[config.mk]
export PLATFORM = sky130hd
export DESIGN_NAME = scanlines
export DESIGN_NICKNAME = d
export VERILOG_FILES = /design/src/rtl/scanlines_pkg.sv /design/src/rtl/scanline_atten.sv /design/src/rtl/scanlines.sv
export SDC_FILE = /design/constraint.sdc
export NUM_CORES = 1
export LEC_CHECK = 0
export CAP_MARGIN = 20
export CORE_MARGIN = 2
export CORE_UTILIZATION = 45
export CTS_BUF_LIST = sky130_fd_sc_hd__clkbuf_8
export CTS_CLUSTER_DIAMETER = 50
export DETAILED_ROUTE_END_ITERATION = 8
export PLACE_DENSITY = 0.66
export SETUP_SLACK_MARGIN = 0.4
export SYNTH_ARGS = -nofsm -noshare
export SYNTH_HDL_FRONTEND = slang
export SYNTH_SLANG_ARGS = --single-unit
export TNS_END_PERCENT = 100
[constraint.sdc]
create_clock -name clk -period 2.4 [get_ports clk]
set_input_delay 0.36 -clock clk [delete_from_list [all_inputs] [get_ports clk]]
set_output_delay 0.36 -clock clk [all_outputs]
set_load 0.05 [all_outputs]
[src/rtl/scanlines_pkg.sv]
// Shared types and constants for the scanline generator.
// Optional soft edge build option: SCANLINES_SOFT_EN.
package scanlines_pkg;

  typedef enum logic [1:0] {
    SL_OFF,
    SL_25,
    SL_50,
    SL_75
  } scanline_type_t;

  typedef enum logic {
    S_VBLANK,
    S_ACTIVE
  } state_t;

  localparam int SCANLINES_LATENCY = 2;

endpackage

[src/rtl/scanline_atten.sv]
// Per-channel scanline attenuation, purely combinational.
// SCANLINES_SOFT_EN adds the 12.5 % soft edge input.
module scanline_atten
  import scanlines_pkg::*;
(
  input  logic [7:0]     i_c,
  input  scanline_type_t i_type,
  input  logic           i_dark,
`ifdef SCANLINES_SOFT_EN
  input  logic           i_soft,
`endif
  output logic [7:0]     o_c
);

  always_comb begin
    o_c = i_c;
    if (i_type != SL_OFF) begin
      if (i_dark) begin
        case (i_type)
          SL_25:   o_c = i_c - (i_c >> 2);
          SL_50:   o_c = i_c >> 1;
          SL_75:   o_c = i_c >> 2;
          default: o_c = i_c;
        endcase
      end
`ifdef SCANLINES_SOFT_EN
      else if (i_soft) begin
        o_c = i_c - (i_c >> 3);
      end
`endif
    end
  end

endmodule

[src/rtl/scanlines.sv]
// Scanline generator: darkens alternate lines with a fixed 2-cycle delay.
// Build option SCANLINES_SOFT_EN softens the first bright line after a dark one.
module scanlines
  import scanlines_pkg::*;
#(
  parameter int LINE_W = 11
) (
  input  logic        clk,
  input  logic        reset_n,
  input  logic [1:0]  scanline_type,
  input  logic        line_2x,
  input  logic        phase,
  input  logic [23:0] din,
  input  logic        hs_in,
  input  logic        vs_in,
  input  logic        de_in,
  output logic [23:0] dout,
  output logic        hs_out,
  output logic        vs_out,
  output logic        de_out
);

  logic r_old_hs, r_old_vs, r_old_de;
  logic w_hs_fall, w_vs_fall, w_de_rise;

  scanline_type_t r_type;
  logic           r_l2x, r_phase;

  state_t r_state, w_state_nxt;
  logic [LINE_W-1:0] r_line_idx;
  logic r_seen_de;

  logic w_active, w_sel, w_dark, w_count;

  logic [23:0]    r_s1_pix;
  logic           r_s1_hs, r_s1_vs, r_s1_de;
  logic           r_s1_dark;
  scanline_type_t r_s1_type;

  logic [23:0] r_s2_pix;
  logic        r_s2_hs, r_s2_vs, r_s2_de;
  logic [7:0]  w_r, w_g, w_b;

  assign w_hs_fall = r_old_hs & ~hs_in;
  assign w_vs_fall = r_old_vs & ~vs_in;
  assign w_de_rise = ~r_old_de & de_in;

  // The de-rise pixel already belongs to line 0 of the new frame.
  assign w_active = ~w_vs_fall &
                    ((r_state == S_ACTIVE) | w_de_rise);
  assign w_sel    = r_l2x ? r_line_idx[1] : r_line_idx[0];
  assign w_dark   = w_active & (w_sel ^ r_phase);
  assign w_count  = (r_state == S_ACTIVE) & w_hs_fall &
                    r_seen_de & ~w_vs_fall;

  always_ff @(posedge clk) begin
    if (!reset_n) begin
      r_old_hs <= 1'b0;
      r_old_vs <= 1'b0;
      r_old_de <= 1'b0;
      r_type   <= SL_OFF;
      r_l2x    <= 1'b0;
      r_phase  <= 1'b0;
    end else begin
      r_old_hs <= hs_in;
      r_old_vs <= vs_in;
      r_old_de <= de_in;
      if (w_vs_fall) begin
        r_type  <= scanline_type_t'(scanline_type);
        r_l2x   <= line_2x;
        r_phase <= phase;
      end
    end
  end

  always_ff @(posedge clk) begin
    if (!reset_n) r_state <= S_VBLANK;
    else          r_state <= w_state_nxt;
  end

  always_comb begin
    w_state_nxt = r_state;
    if (w_vs_fall) begin
      w_state_nxt = S_VBLANK;
    end else begin
      unique case (r_state)
        S_VBLANK: if (w_de_rise) w_state_nxt = S_ACTIVE;
        S_ACTIVE: w_state_nxt = S_ACTIVE;
        default:  w_state_nxt = S_VBLANK;
      endcase
    end
  end

  always_ff @(posedge clk) begin
    if (!reset_n) begin
      r_line_idx <= '0;
      r_seen_de  <= 1'b0;
    end else if (w_vs_fall) begin
      r_line_idx <= '0;
      r_seen_de  <= 1'b0;
    end else if (r_state == S_VBLANK) begin
      if (w_de_rise) begin
        r_line_idx <= '0;
        r_seen_de  <= 1'b1;
      end
    end else if (w_count) begin
      r_line_idx <= r_line_idx + LINE_W'(1);
      r_seen_de  <= 1'b0;
    end else if (de_in) begin
      r_seen_de <= 1'b1;
    end
  end

`ifdef SCANLINES_SOFT_EN
  logic r_prev_dark, r_s1_soft;

  always_ff @(posedge clk) begin
    if (!reset_n)       r_prev_dark <= 1'b0;
    else if (w_vs_fall) r_prev_dark <= 1'b0;
    else if (w_count)   r_prev_dark <= w_dark;
  end

  always_ff @(posedge clk) begin
    if (!reset_n) r_s1_soft <= 1'b0;
    else          r_s1_soft <= ~w_dark & r_prev_dark;
  end
`endif

  always_ff @(posedge clk) begin
    if (!reset_n) begin
      r_s1_pix  <= '0;
      r_s1_hs   <= 1'b0;
      r_s1_vs   <= 1'b0;
      r_s1_de   <= 1'b0;
      r_s1_dark <= 1'b0;
      r_s1_type <= SL_OFF;
      r_s2_pix  <= '0;
      r_s2_hs   <= 1'b0;
      r_s2_vs   <= 1'b0;
      r_s2_de   <= 1'b0;
    end else begin
      r_s1_pix  <= din;
      r_s1_hs   <= hs_in;
      r_s1_vs   <= vs_in;
      r_s1_de   <= de_in;
      r_s1_dark <= w_dark;
      r_s1_type <= r_type;
      r_s2_pix  <= {w_r, w_g, w_b};
      r_s2_hs   <= r_s1_hs;
      r_s2_vs   <= r_s1_vs;
      r_s2_de   <= r_s1_de;
    end
  end

  scanline_atten u_r (
    .i_c    (r_s1_pix[23:16]),
    .i_type (r_s1_type),
    .i_dark (r_s1_dark),
`ifdef SCANLINES_SOFT_EN
    .i_soft (r_s1_soft),
`endif
    .o_c    (w_r)
  );

  scanline_atten u_g (
    .i_c    (r_s1_pix[15:8]),
    .i_type (r_s1_type),
    .i_dark (r_s1_dark),
`ifdef SCANLINES_SOFT_EN
    .i_soft (r_s1_soft),
`endif
    .o_c    (w_g)
  );

  scanline_atten u_b (
    .i_c    (r_s1_pix[7:0]),
    .i_type (r_s1_type),
    .i_dark (r_s1_dark),
`ifdef SCANLINES_SOFT_EN
    .i_soft (r_s1_soft),
`endif
    .o_c    (w_b)
  );

  assign dout   = r_s2_pix;
  assign hs_out = r_s2_hs;
  assign vs_out = r_s2_vs;
  assign de_out = r_s2_de;

endmodule

==> reports/summary.md, run 1 <==
The post-synthesis cell area was 3230 um^2. The adder and majority cell fraction of the synthesized area was 8.84%. The endpoint of the worst hold-timing path is hs_out$_SDFF_PN0_. The tools report the synthesized netlist net count as 432. For this run, the leading register cell type out of synthesis is dfxtp_1. The number of hold-slack violations in the final timing report came out at 0. Combined area of the multi-input logic cells: 1780 um^2. In this run the critical register-to-register path is launched from r_s1_pix[11]$_SDFF_PN0_. The tools report the setup TNS as 0 ns. Counting flops with a built-in enable in the synthesized netlist gives 0. The pre-CTS worst setup slack came out at 0.365 ns. The tools report the launch point of the worst hold path as r_s1_hs$_SDFF_PN0_.

The count of standard-cell rows is 30, and the sequential element share of the synthesized area is 40.3%. The estimated wirelength of the detail-placed design was 5300 um; the last weighted congestion value of the routability-driven placer was 0.861. The slowest stage of the critical path belongs to the cell dfxtp_4.

At the worst endpoint, the required time is 2.68 ns. The number of warning messages in the yosys log was 0; the number of nets in the finished design was 493. Share of async-settable or async-resettable flops after synthesis: 0%. Summed over all layers, the routed wires come to 7640 um. For the number of top-level pins, the log shows 60. The endpoint identified for the worst register-to-register timing path is dout[15]$_SDFF_PN0_.

Setup repair after global routing could not meet its margin everywhere. The H-tree was split into 3 levels. The tools report the global-route wire length before repair as 12800 um.

Dividing the detail-routed wire length by the instance count gives 14.2 um. The area growth from synthesis to layout works out to 30.1%. After filler insertion, the fill cell instance count of the layout stands at 607. The height of the die was 88.7 um. The final setup violation count is 0. The logs give 2 for the number of buffers between clock root and the deepest sink and 0.34 ns for the clock latency on the worst-skew pair.

The number of global-route vias before repair was 2760; the cell count of the worst reg-to-reg path was 7. The tools report the post-synthesis cell count as 378. The number of unique standard cell types used by synthesis is 42, and the shortest clock period the worst path allows after layout is 1.89 ns.

The floorplan step defined a die boundary enclosing 7860 um^2. The run finished with clean final reports. The arrival time at the worst endpoint is 2.17 ns.

The logs give 60 for the maximum number of pins on one net before global-route repair and 0.506 ns for the setup slack of the critical path after layout. For this run, the detailed router's first-pass iteration total came to 5. The routed layout has 2880 vias. The path category of the worst min-delay check was register to register.

In the layout the commonest cells are 59 x dfxtp_1, 59 x clkdlybuf4s50_1, 43 x nand2_1, 41 x o21ai_0, 32 x and2_1. Type of destination of the critical path: a register. After Yosys synthesis, and, or, nand and nor cells account for 20.2% of the synthesized area. STA classifies the critical path startpoint as a register.

Registers take 1310 um^2. The tools report the number of violations reported at the end of detailed-routing iteration 0 as 105. The synthesized netlist devotes 19.3% of its cell area to compound gates. Final clock period utilization by the worst path: 78.9%.

In this run, CTS created clock tree buffers numbering 9. In this run the register-to-register setup slack is 0.51 ns. The logs give 0.000345 V for the maximum ir drop on the vdd rail and 21.1% for the total routing usage reported by global routing. Achievable clock frequency: 0.528 GHz. Traced cell by cell, the critical path runs through inv_1, ha_1, nor2b_1, o2111a_1, o31a_1, or3_1, a21oi_2.

At the pin with the least slew margin, the transition time is 0.559 ns. Between clock sinks in the finished design, the worst skew comes to 0.00692 ns. In this run the clock root is driven by a clkbuf_8. For this configuration, the core starts out at a cell density of 47.0%. Across all hold checks on the routed design, the worst slack comes to 0.460 ns. The run gives 0 as the number of antenna repair diodes.

The core region is 6870 um^2. Of the cells placed in the final design, the portion with a size suffix greater than 1 is 9.23%. The average footprint of a synthesized cell was 8.53 um^2.

Of the post-synthesis cell area, the part taken by muxes is 3.72%. For the number of slew-limit violations in the final report, the log shows 0. The analysis attributes to cell leakage a power of 1.60 nW. Of the total synthesized cell area, the portion taken by XOR and XNOR cells is 2.17%. The detailed-route DRC error count is 0. Initial antenna violation count: 0. The register bit total from synthesis is 65. In this run the horizontal extent of the chip is 88.7 um. The kind of critical path is register to register.

The number of maximum-capacitance violations was 0; the number of buffer and inverter stages on the critical path was 1. Hold path depth: 1. During placement, the flow inserted port buffers numbering 59.

In this run the remaining antenna-violating nets after routing total 0. Headroom to the max-slew limit: 62.5%. The detail-routed via count per cell was 5.33. After synthesis, the largest family of logic cells by area is simple AND/OR/NAND/NOR gates. The cell class contributing the biggest share of worst-path delay was compound AO/OA/AOI/OAI gates.

TritonCTS built the clock tree. The startpoint of the worst setup timing path is r_s1_pix[11]$_SDFF_PN0_. The leftover overflow at the end of global routing is 0, and the highest net fanout along the worst path is 4. CTS saw 65 sinks. For this run, the slowest stage of the critical path takes 0.37 ns.

The ratio of total power to cell area was 621 nW/um^2. After clock tree synthesis, the clock-pin slew on the worst setup and hold paths is 0.07 ns.
area by class of cell:
| cell class | instances | area share, % |
|---|---|---|
| Clock buffer | 9 | 2.95 |
| Clock inverter | 7 | 2.27 |
| Tap cell | 96 | 2.86 |
| Multi-Input combinational cell | 269 | 42.3 |
| Timing Repair Buffer | 69 | 16.2 |
| Inverter | 25 | 2.24 |
| Sequential cell | 65 | 31.2 |
stage by stage:
| stage | util [%] | cells | power [mW] | instance area, um^2 |
|---|---|---|---|---|
| floorplan | - | 378 | 1.46 | 3230 |
| global placement | 57.3 | 523 | 1.60 | 3940 |
| detailed placement | 57.3 | 523 | 1.61 | 3940 |
| CTS | 60.6 | 539 | 2.62 | 4160 |
| global route | 61.1 | 540 | 2.74 | 4200 |
| finish | 61.1 | 540 | 2.61 | 4200 |
routing by layer:
| layer | up-vias | wire, um | share of wire (%) | GRT usage, % |
|---|---|---|---|---|
| li1 | 1433 | - | - | - |
| met1 | 1350 | 3410 | 45 | 26.2 |
| met2 | 90 | 3700 | 48 | 34.3 |
| met3 | 7 | 448 | 5.9 | 7.65 |
| met4 | 0 | 81 | 1.1 | 6.47 |
| met5 | - | 0 | 0 | 0 |
worst max path at each step:
| stage | endpoint | slack [ns] | cells after the start |
|---|---|---|---|
| detailed placement | dout[22]$_SDFF_PN0_ | 0.36 | 8 |
| global route | dout[6]$_SDFF_PN0_ | 0.34 | 8 |
| floorplan | dout[15]$_SDFF_PN0_ | 0.57 | 7 |
| finish | dout[15]$_SDFF_PN0_ | 0.51 | 7 |
| CTS | dout[15]$_SDFF_PN0_ | 0.41 | 7 |
| global placement | dout[15]$_SDFF_PN0_ | 0.45 | 7 |
sequential cells by signal, summed over array words and instances, names as in the netlist:
name        cells
dout           24
r_state         1
r_s1_dark       1
r_phase         1
hs_out          1
r_type          2
r_l2x           1
de_out          1
r_s1_vs         1
r_s1_type       2
r_seen_de       1
r_line_idx      2
r_s1_hs         1
r_s1_de         1
r_s1_pix       24
vs_out          1
cells in the mapped netlist (all sizes together) (9+ instances only):
cell / instances / area share [%]
inv: 25 / 2.9
nor2b: 13 / 2.5
o21ai: 44 / 6.8
ha: 18 / 7.0
nor3: 9 / 1.4
mux2i: 12 / 3.7
nor2: 9 / 1.0
dfxtp: 65 / 40
nand2: 43 / 5.0
and2: 32 / 6.2
a21oi: 20 / 3.1
clkbuf: 13 / 1.5
report_power, final:
group	internal (mW)	switching, mW	leakage (nW)
clock	0.584	0.423	0.109
combinational	0.201	0.233	0.948
sequential	1.13	0.0394	0.538
total	1.91	0.696	1.60
logic make-up (layout without fill, tap and decap cells):
group,Yosys count,in the layout
multiplexers,12,12
buffers and inverters,44,110
XOR/XNOR,8,8
flip-flops,65,65
AO/OA/AOI/OAI,101,101
adder cells (fa/ha/maj),21,21
AND/OR/NAND/NOR,127,127
repair_timing:
| item | CTS | global route |
|---|---|---|
| buffers inserted | 0 | 1 |
| hold endpoints to repair | 0 | 0 |
| hold buffers | 0 | 0 |
| pin swaps | 0 | 4 |
| gates resized for setup | 2 | 14 |
| setup endpoints to repair | 1 | 10 |
| gates cloned | 0 | 0 |
Note: power is estimated with default switching activity, not from simulation.
==> run 2, diff against run 1 <==
==> constraint.sdc (replaced) <==
create_clock -name clk -period 1.75 [get_ports clk]
set_input_delay 0.2625 -clock clk [delete_from_list [all_inputs] [get_ports clk]]
set_output_delay 0.2625 -clock clk [all_outputs]
set_load 0.05 [all_outputs]
==> reports/summary.md, run 2 (synthesis gave the netlist of run 1 again) <==
IR analysis of the VDD net gives a maximum drop of 0.000401 V. For this run, design rule violations remaining after detail routing come to 0. The number of maximum-capacitance violations was 0; the number of buffers created by CTS was 9. Final hold analysis gives a worst-case slack of 0.456 ns. STA classifies the critical path endpoint as a register. The final standard cell utilization of the core is 73.1%, and the height of the die is 88.7 um. Layer with the highest usage: met2.

The sequential cell area is 1340 um^2, and the number of global-route vias before repair is 3118. The tools report the starting utilization of the core area as 47.0%. For this run, global-route usage on met2 was measured as 39.8%. The setup slack of the critical path after layout was -0.0755 ns. The startpoint identified for the worst register-to-register timing path is r_s1_pix[3]$_SDFF_PN0_. Initial antenna violation count: 0. STA classifies the critical path startpoint as a register. TritonCTS built the clock tree. In this run the cell area measured after placement is 4250 um^2. The logs give 65 for the number of sinks on the clock net and 134 for the number of violations reported at the end of detailed-routing iteration 0. The repair_antennas step left the layout with diodes totalling 0. The checks that failed: negative setup slack.

The run finished, with violations left. The cell area after layout was 5020 um^2. The die extent in x is 88.7 um. The run gives 7860 um^2 as the area of the die.

The run gives 5 as the number of iterations in the first detailed-routing pass. The path category of the worst min-delay check is register to register. Clock-pin slew was measured on the worst setup and hold paths at 0.07 ns. Setup repair after global routing could not meet its margin everywhere.

The actual transition at the worst max-transition pin came out at 0.474 ns. The wire-length estimate of the detail-placed layout is 5640 um. For this run the aggregate overflow at the end of global routing stands at 0. Dividing total power by cell area gives a power density of 821 nW/um^2. The clock arrives with 0.00599 ns of skew. The post-layout total power is 4.12 mW, and the met1 capacity usage during global routing is 28.0%. The clock latency on the worst-skew pair is 0.34 ns, and the final clock period utilization by the worst path is 104%.

Dividing the detail-routed via count by the number of cells gives 5.39. The area growth from synthesis to layout is 55.6%, and the global-route wire length before repair is 14000 um. The critical path is of the register to register type. The clock passes through at most 2 buffers. The critical path starts at r_s1_pix[3]$_SDFF_PN0_. The number of placed cells counting well taps is 546, and the number of hold-slack violations in the final timing report is 0. Across all layers, the routed design uses 3141 vias. The total routing usage reported by global routing is 23.1%, and the critical path required time is 2.03 ns. The run gives 0.908 as the last weighted congestion value of the routability-driven placer. In the final layout, the share of cells above drive strength 1 is 35.9%. The floorplan has 30 rows. The deepest level of the CTS H-tree came out at 3. After the last flow step, the layout net total stands at 536. Timing would allow up to 0.548 GHz. The tools report the launch point of the worst hold path as r_s1_vs$_SDFF_PN0_.

Measured against its own limit, the worst slew margin works out to 68.2%. The cell chosen for the clock root is clkbuf_8. In this run the worst path has a maximum fanout of 4.

The setup TNS was -0.207 ns. The core region is 6870 um^2. Once detail routing completed, the nets flagged for antenna violations numbered 0.

Entering global routing, the biggest net connects 33 pins. The number of top-level pins is 60, and the routed wire length is 9040 um. The arrival time at the worst endpoint was 2.11 ns; the count of filler cells inserted in the layout was 518.

Summed over all cells, the static leakage comes to 1.95 nW. The count of port buffers added during placement was 59; the shortest clock period the worst path allows after layout was 1.83 ns. Excluding fillers, the count of instances in the completed layout stands at 583. Dividing the detail-routed wire length by the instance count gives 15.5 um.

The number of slew-limit violations in the final report is 0. In the layout the commonest cells are 52 x buf_4, 48 x dfxtp_1, 42 x nand2_1, 33 x o21ai_0. The global-route met3 utilization is 4.85%. Prior to clock tree synthesis, the placed netlist has a worst setup slack of -0.0806 ns. Summing all multi-input logic gate instances after layout gives 2120 um^2.

The final setup violation count was 6. Leading cell type in the layout, fill and taps excluded: buf_4.
## run 2: cell count changes in the layout (fill, tap and decap cells not counted), sizes merged
cell / delta
buf: +56
bufinv: +2
clkbuf: +1
clkdlybuf4s15: +13
clkdlybuf4s50: -27
clkinv: -2
clkinvlp: -1
inv: +1
## run 2: layout make-up
class	instances	share of cell area, %
timing repair buffer	112	21.6
clock buffer	9	2.47
tap	96	2.39
sequential	65	26.6
multi-input combinational	269	42.3
clock inverter	7	2.67
inverter	25	2.02
## run 2: path summary, 6_finish.rpt
check | to | slack (ns) | cells past startpoint
worst max-delay path | dout[7]$_SDFF_PN0_ | -0.08 | 7
worst max register to register | dout[7]$_SDFF_PN0_ | -0.08 | 7
worst min-delay path | vs_out$_SDFF_PN0_ | 0.46 | 1
worst min register to register | vs_out$_SDFF_PN0_ | 0.46 | 1
## run 2: per-layer routing
metal	up-vias	wire length [um]	part of all wire [%]
met5	-	0	0
met4	0	168	1.9
met3	18	497	5.5
met2	119	4560	50
met1	1476	3820	42
li1	1528	-	-
## run 2: report_power, final
part	internal [mW]	switching [mW]	total, mW
combinational	0.434	0.422	0.856
clock	1.08	0.594	1.67
sequential	1.55	0.0453	1.59
## run 2: repair_timing
item	CTS	global route
setup buffers	10	10
gates resized for setup	79	43
hold buffers	0	0
cloned	0	1
pin swaps	25	34
setup endpoints to repair	36	25
## run 2: worst max-delay path, stage by stage, from the launching register on
cell and delay (ns):
dfxtp_4 0.39, inv_4 0.05, ha_4 0.21, nor2b_4 0.12, o2111a_1 0.27, o31a_1 0.28
or3_1 0.33, a21oi_2 0.12
==> run 3, diff against run 2 <==
--- a/config.mk
+++ b/config.mk
@@ -13,6 +13,7 @@
 export DETAILED_ROUTE_END_ITERATION = 8
 export PLACE_DENSITY = 0.66
 export SETUP_SLACK_MARGIN = 0.4
+export SLEW_MARGIN = 10
 export SYNTH_ARGS = -nofsm -noshare
 export SYNTH_HDL_FRONTEND = slang
 export SYNTH_SLANG_ARGS = --single-unit
==> results of run 3 <==
Final layout, timing and power as in run 2 (identical DEF).
